### config.mk
export PLATFORM = sky130hd
export DESIGN_NAME = fde_controller
export DESIGN_NICKNAME = d
export VERILOG_FILES = /design/src/rtl/fde_controller.sv
export SDC_FILE = /design/constraint.sdc
export NUM_CORES = 1
export LEC_CHECK = 0
export BUFFER_PORTS_ARGS = -buffer_cell sky130_fd_sc_hd__clkbuf_2
export CAP_MARGIN = 5
export CORE_MARGIN = 2
export CORE_UTILIZATION = 50
export DETAILED_ROUTE_END_ITERATION = 10
export MAX_ROUTING_LAYER = met4
export PLACE_DENSITY = 0.84
export SLEW_MARGIN = 10
export SYNTH_ARGS = -nofsm -noshare
export SYNTH_HDL_FRONTEND = slang
export SYNTH_SLANG_ARGS = --single-unit
### constraint.sdc
create_clock -name i_clk -period 2.7 [get_ports i_clk]
set_clock_uncertainty 0.2 [all_clocks]
set_input_delay 0.27 -clock i_clk [delete_from_list [all_inputs] [get_ports i_clk]]
set_output_delay 0.27 -clock i_clk [all_outputs]
set_load 0.01 [all_outputs]
### src/rtl/fde_controller.sv
// Fetch/decode/execute sequencer: fetches 16-bit instructions over a simple
// req/ack memory port, hands them to an external execute unit and maintains
// the PC, instruction register and retired-instruction counter.
module fde_controller #(
    parameter int unsigned ACK_TIMEOUT = 15,
    parameter logic [11:0] RESET_PC    = 12'h000
) (
    input  logic        i_clk,
    input  logic        i_reset,
    input  logic        i_start,
    output logic        o_mem_req,
    output logic [11:0] o_mem_addr,
    input  logic        i_mem_ack,
    input  logic [15:0] i_mem_data,
    output logic [15:0] o_ir,
    output logic        o_exec_valid,
    input  logic        i_exec_done,
    input  logic        i_zero,
    output logic [2:0]  o_state,
    output logic        o_halted,
    output logic        o_fault,
    output logic [15:0] o_instr_count
);

    typedef enum logic [2:0] {
        StIdle   = 3'd0,
        StFetch  = 3'd1,
        StDecode = 3'd2,
        StExec   = 3'd3,
        StHalt   = 3'd4,
        StFault  = 3'd5
    } state_e;

    localparam logic [3:0] OpJmp  = 4'hC;
    localparam logic [3:0] OpBz   = 4'hD;
    localparam logic [3:0] OpHalt = 4'hF;
    // Last wait-counter value before the timeout fires.
    localparam logic [7:0] WaitLast = 8'(ACK_TIMEOUT - 1);

    state_e      state_q;
    logic [11:0] pc_q, pc_d;
    logic [15:0] ir_q;
    logic [15:0] cnt_q;
    logic [7:0]  wait_q;
    logic        mem_req_q;
    logic        exec_valid_q;
    logic        halted_q;
    logic        fault_q;
    logic [3:0]  opcode;

    assign opcode = ir_q[15:12];

    // PC to load when the current instruction retires from EXEC.
    always_comb begin
        pc_d = pc_q + 12'd1;
        if (opcode == OpJmp || (opcode == OpBz && i_zero)) begin
            pc_d = ir_q[11:0];
        end
    end

    // Sequencer FSM with registered handshake and status outputs.
    always_ff @(posedge i_clk or posedge i_reset) begin
        if (i_reset) begin
            state_q      <= StIdle;
            pc_q         <= RESET_PC;
            ir_q         <= 16'h0000;
            cnt_q        <= 16'h0000;
            wait_q       <= 8'd0;
            mem_req_q    <= 1'b0;
            exec_valid_q <= 1'b0;
            halted_q     <= 1'b0;
            fault_q      <= 1'b0;
        end else begin
            exec_valid_q <= 1'b0;
            case (state_q)
                StIdle: begin
                    if (i_start) begin
                        state_q   <= StFetch;
                        mem_req_q <= 1'b1;
                        wait_q    <= 8'd0;
                    end
                end
                StFetch: begin
                    // Ack takes priority over a timeout in the same cycle.
                    if (i_mem_ack) begin
                        ir_q      <= i_mem_data;
                        state_q   <= StDecode;
                        mem_req_q <= 1'b0;
                    end else if (wait_q == WaitLast) begin
                        state_q   <= StFault;
                        mem_req_q <= 1'b0;
                        fault_q   <= 1'b1;
                    end else begin
                        wait_q <= wait_q + 8'd1;
                    end
                end
                StDecode: begin
                    if (opcode == OpHalt) begin
                        state_q  <= StHalt;
                        halted_q <= 1'b1;
                        cnt_q    <= cnt_q + 16'd1;
                    end else begin
                        state_q      <= StExec;
                        exec_valid_q <= 1'b1;
                    end
                end
                StExec: begin
                    if (i_exec_done) begin
                        pc_q      <= pc_d;
                        cnt_q     <= cnt_q + 16'd1;
                        state_q   <= StFetch;
                        mem_req_q <= 1'b1;
                        wait_q    <= 8'd0;
                    end
                end
                // HALT and FAULT are left only through reset.
                StHalt, StFault: begin
                    state_q <= state_q;
                end
                default: begin
                    state_q   <= StIdle;
                    mem_req_q <= 1'b0;
                end
            endcase
        end
    end

    assign o_mem_req     = mem_req_q;
    assign o_mem_addr    = pc_q;
    assign o_ir          = ir_q;
    assign o_exec_valid  = exec_valid_q;
    assign o_state       = state_q;
    assign o_halted      = halted_q;
    assign o_fault       = fault_q;
    assign o_instr_count = cnt_q;

endmodule

==> results.py <==
metrics = {
    "global_routing": {
        "antenna_found_initial": 0,
        "grt_max_degree": 26,
        "grt_usage_pct": 24.7,
        "overflow": 0,
        "first_global_vias": 2542,
        "grt_first_pass_wirelength_um": 12200,
    },
    "setup_path": {
        "worst-path-buf-inv": 0,
        "crit_chain": "and4b_1 > a21oi_4 > nor3b_1 > xor2_1",
        "cp-end-kind": "flip-flop",
        "cp_max_fo": 18,
        "slowest_delay_ns": 0.79,
        "r2r-start": "o_state[2]$_DFFE_PP0P_",
        "critPathLaunch": "o_state[2]$_DFFE_PP0P_",
        "critPathArrivalTime_ns": 2.40,
        "critPathTopFamily": "simple AND/OR/NAND/NOR gates",
        "cp_slowest_cell": "and4b_1",
        "cp-start-kind": "flip-flop",
        "cp.required_ns": 2.75,
        "critical_path_class": "reg -> reg",
    },
    "job": {
        "maxCapViolCount": 0,
    },
    "timing": {
        "finalHoldViolCount": 0,
        "fin_crit_ns": 2.34,
        "setup_violations": 0,
        "worstMarginPinSlew_ns": 0.673,
        "max_freq_mhz": 427,
        "timing.setup.tns_ns": 0,
        "slew_violations": 0,
        "slew_headroom_pct": 55.1,
        "fin_crit_sh_pct": 86.8,
        "rsz0062_at_grt": "false",
    },
    "finish": {
        "seqCellArea_um2": 1480,
        "layout_common_cells": "clkbuf_2, dfrtp_1, nand2_1, dlygate4sd3_1, a21oi_1",
        "multi_input_area_um2": 1500,
        "antennaDiodeCount": 0,
        "layout_commonest_cell": "clkbuf_2",
        "layout.nets": 393,
        "final_cells": 447,
        "fillers": 478,
        "drive_above_1_share_pct": 32.3,
        "area_delta_synth_final_pct": 24.4,
    },
    "pwr": {
        "peakVddDrop_mv": 0.554,
        "p_leak_nw": 1.79,
        "p_per_area_nw_per_um2": 991,
    },
    "clocking": {
        "clock-sinks": 59,
        "cts_root_buffer": "clkbuf_8",
        "cts_setup_buffers": 0,
        "hold_buffers": 17,
        "cts.clk_slew.worst_paths_ns": 0.07,
        "post_cts_resize_count": 0,
        "worstSkewPairLatency_ns": 0.34,
        "tritoncts": "built",
        "htreeDepth": 3,
        "numCtsBuffers": 9,
        "clockBufferDepth": 2,
    },
    "route": {
        "drt_iter0_markers": 122,
        "drcViolationCount": 0,
        "first_pass_iters": 4,
        "vias": 2598,
        "drt-total-wl_um": 7610,
        "ant_nets": 0,
        "routed_via_density": 5.81,
        "wl_per_cell_um": 17.0,
    },
    "synth": {
        "syn-num-nets": 303,
        "ys_warn_count": 0,
        "synthFlopType": "dfrtp_1",
        "synth.area.top_cells": "dfrtp_1, mux2_4, a21oi_1",
        "syn_area_per_cell_um2": 11.1,
        "synth-seq-cells": 59,
        "yosysTopAreaCell": "dfrtp_1",
        "syn-instance-count": 277,
        "syn_area_um2": 3090,
        "ys_types": 63,
        "synth_top_area_share_pct": 47.8,
        "yosysSeqAreaShare_pct": 47.8,
        "synthArstFlopShare_pct": 100,
        "synth-edff-count": 0,
    },
    "die": {
        "dieArea_um2": 6820,
        "die_x_um": 82.6,
        "initial_core_util_pct": 51.8,
        "num_rows": 28,
        "core_um2": 5960,
        "die_h_um": 82.6,
        "ios": 73,
    },
    "status": {
        "outcome": "completed",
    },
    "worst_hold_path": {
        "hold_path.class": "in -> reg",
        "hold_start": "i_mem_ack",
    },
    "placement": {
        "gp_congestion": 0.850,
        "hpwl_um": 5190,
        "dp.cells": 414,
        "portBuffers": 72,
    },
}
layout make-up:
class / instances / share of cell area [%]
Tap cell: 75 / 2.44
Clock inverter: 4 / 0.652
Timing Repair Buffer: 93 / 14.6
Inverter: 8 / 0.782
Multi-Input combinational cell: 196 / 39.0
Sequential cell: 59 / 38.5
Clock buffer: 12 / 4.04
routing by layer:
layer  track usage, %  part of all wire (%)
met5                -                     0
met4             9.34                   1.8
met3             7.28                   6.7
met2             39.1                    49
met1             29.8                    43
cell families (layout without fill, tap and decap cells):
kind of cell	after synthesis	count (layout)	synth area share (%)
adders and majority gates	4	4	1.62
and+or+nand+nor	92	92	19.0
muxes	18	18	7.70
DFF	59	59	47.8
buffers and inverters	22	117	3.65
AOI/OAI and AO/OA	66	66	15.6
xor gates and xnor gates	16	16	4.54
path summary, 6_finish.rpt:
kind	endpoint	slack, ns	depth (start not counted)
max in group asynchronous	o_state[2]$_DFFE_PP0P_	1.40	4
min in group asynchronous	o_ir[6]$_DFFE_PP0P_	0.25	3
hold / removal	o_state[1]$_DFFE_PP0P_	0.11	3
hold reg to reg	o_fault$_DFFE_PP0P_	0.26	1
setup reg to reg	o_instr_count[10]$_DFFE_PP0P_	0.36	4
setup / recovery	o_instr_count[10]$_DFFE_PP0P_	0.36	4
worst register-to-register path, stage by stage (launching register included):
cell	delay (ns)
dfrtp_1	0.59
and4b_1	0.79
a21oi_4	0.13
nor3b_1	0.35
xor2_1	0.20
cell usage after synthesis, drive strengths merged (3+ instances only):
library cell / instances
a21oi: 17
a2bb2oi: 9
and3: 3
and4: 5
buf: 8
clkbuf: 6
dfrtp: 59
ha: 4
inv: 8
mux2: 16
nand2: 17
nand2b: 3
nand3: 15
nand4: 11
nor2: 11
nor3: 5
nor3b: 3
o21ai: 10
o22ai: 7
or3b: 3
xnor2: 9
xor2: 7
power by group:
part	switching [mW]	internal (mW)
logic	0.754	0.731
clock network	0.351	0.380
registers	0.411	1.18
total	1.52	2.29
sequential cells by signal, indices dropped and copies added (netlist names):
register and cells:
o_exec_valid 1, o_fault 1, o_halted 1, o_instr_count 16, o_ir 16, o_mem_addr 12
o_mem_req 1, o_state 3, wait_q 8
stage by stage:
stage	hold WS (ns)	instance area (um2)	worst slack [ns]	power (mW)	util, %
after floorplan	0.218	3090	0.751	2.55	-
after global placement	0.0626	3490	0.504	2.99	58.6
after detailed placement	0.0628	3490	0.427	3.06	58.6
after CTS	0.0958	3840	0.349	3.82	64.5
after global routing	0.140	3840	0.250	4.06	64.5
final	0.108	3840	0.355	3.80	64.5
No activity file was read; power rests on OpenSTA's default activity.
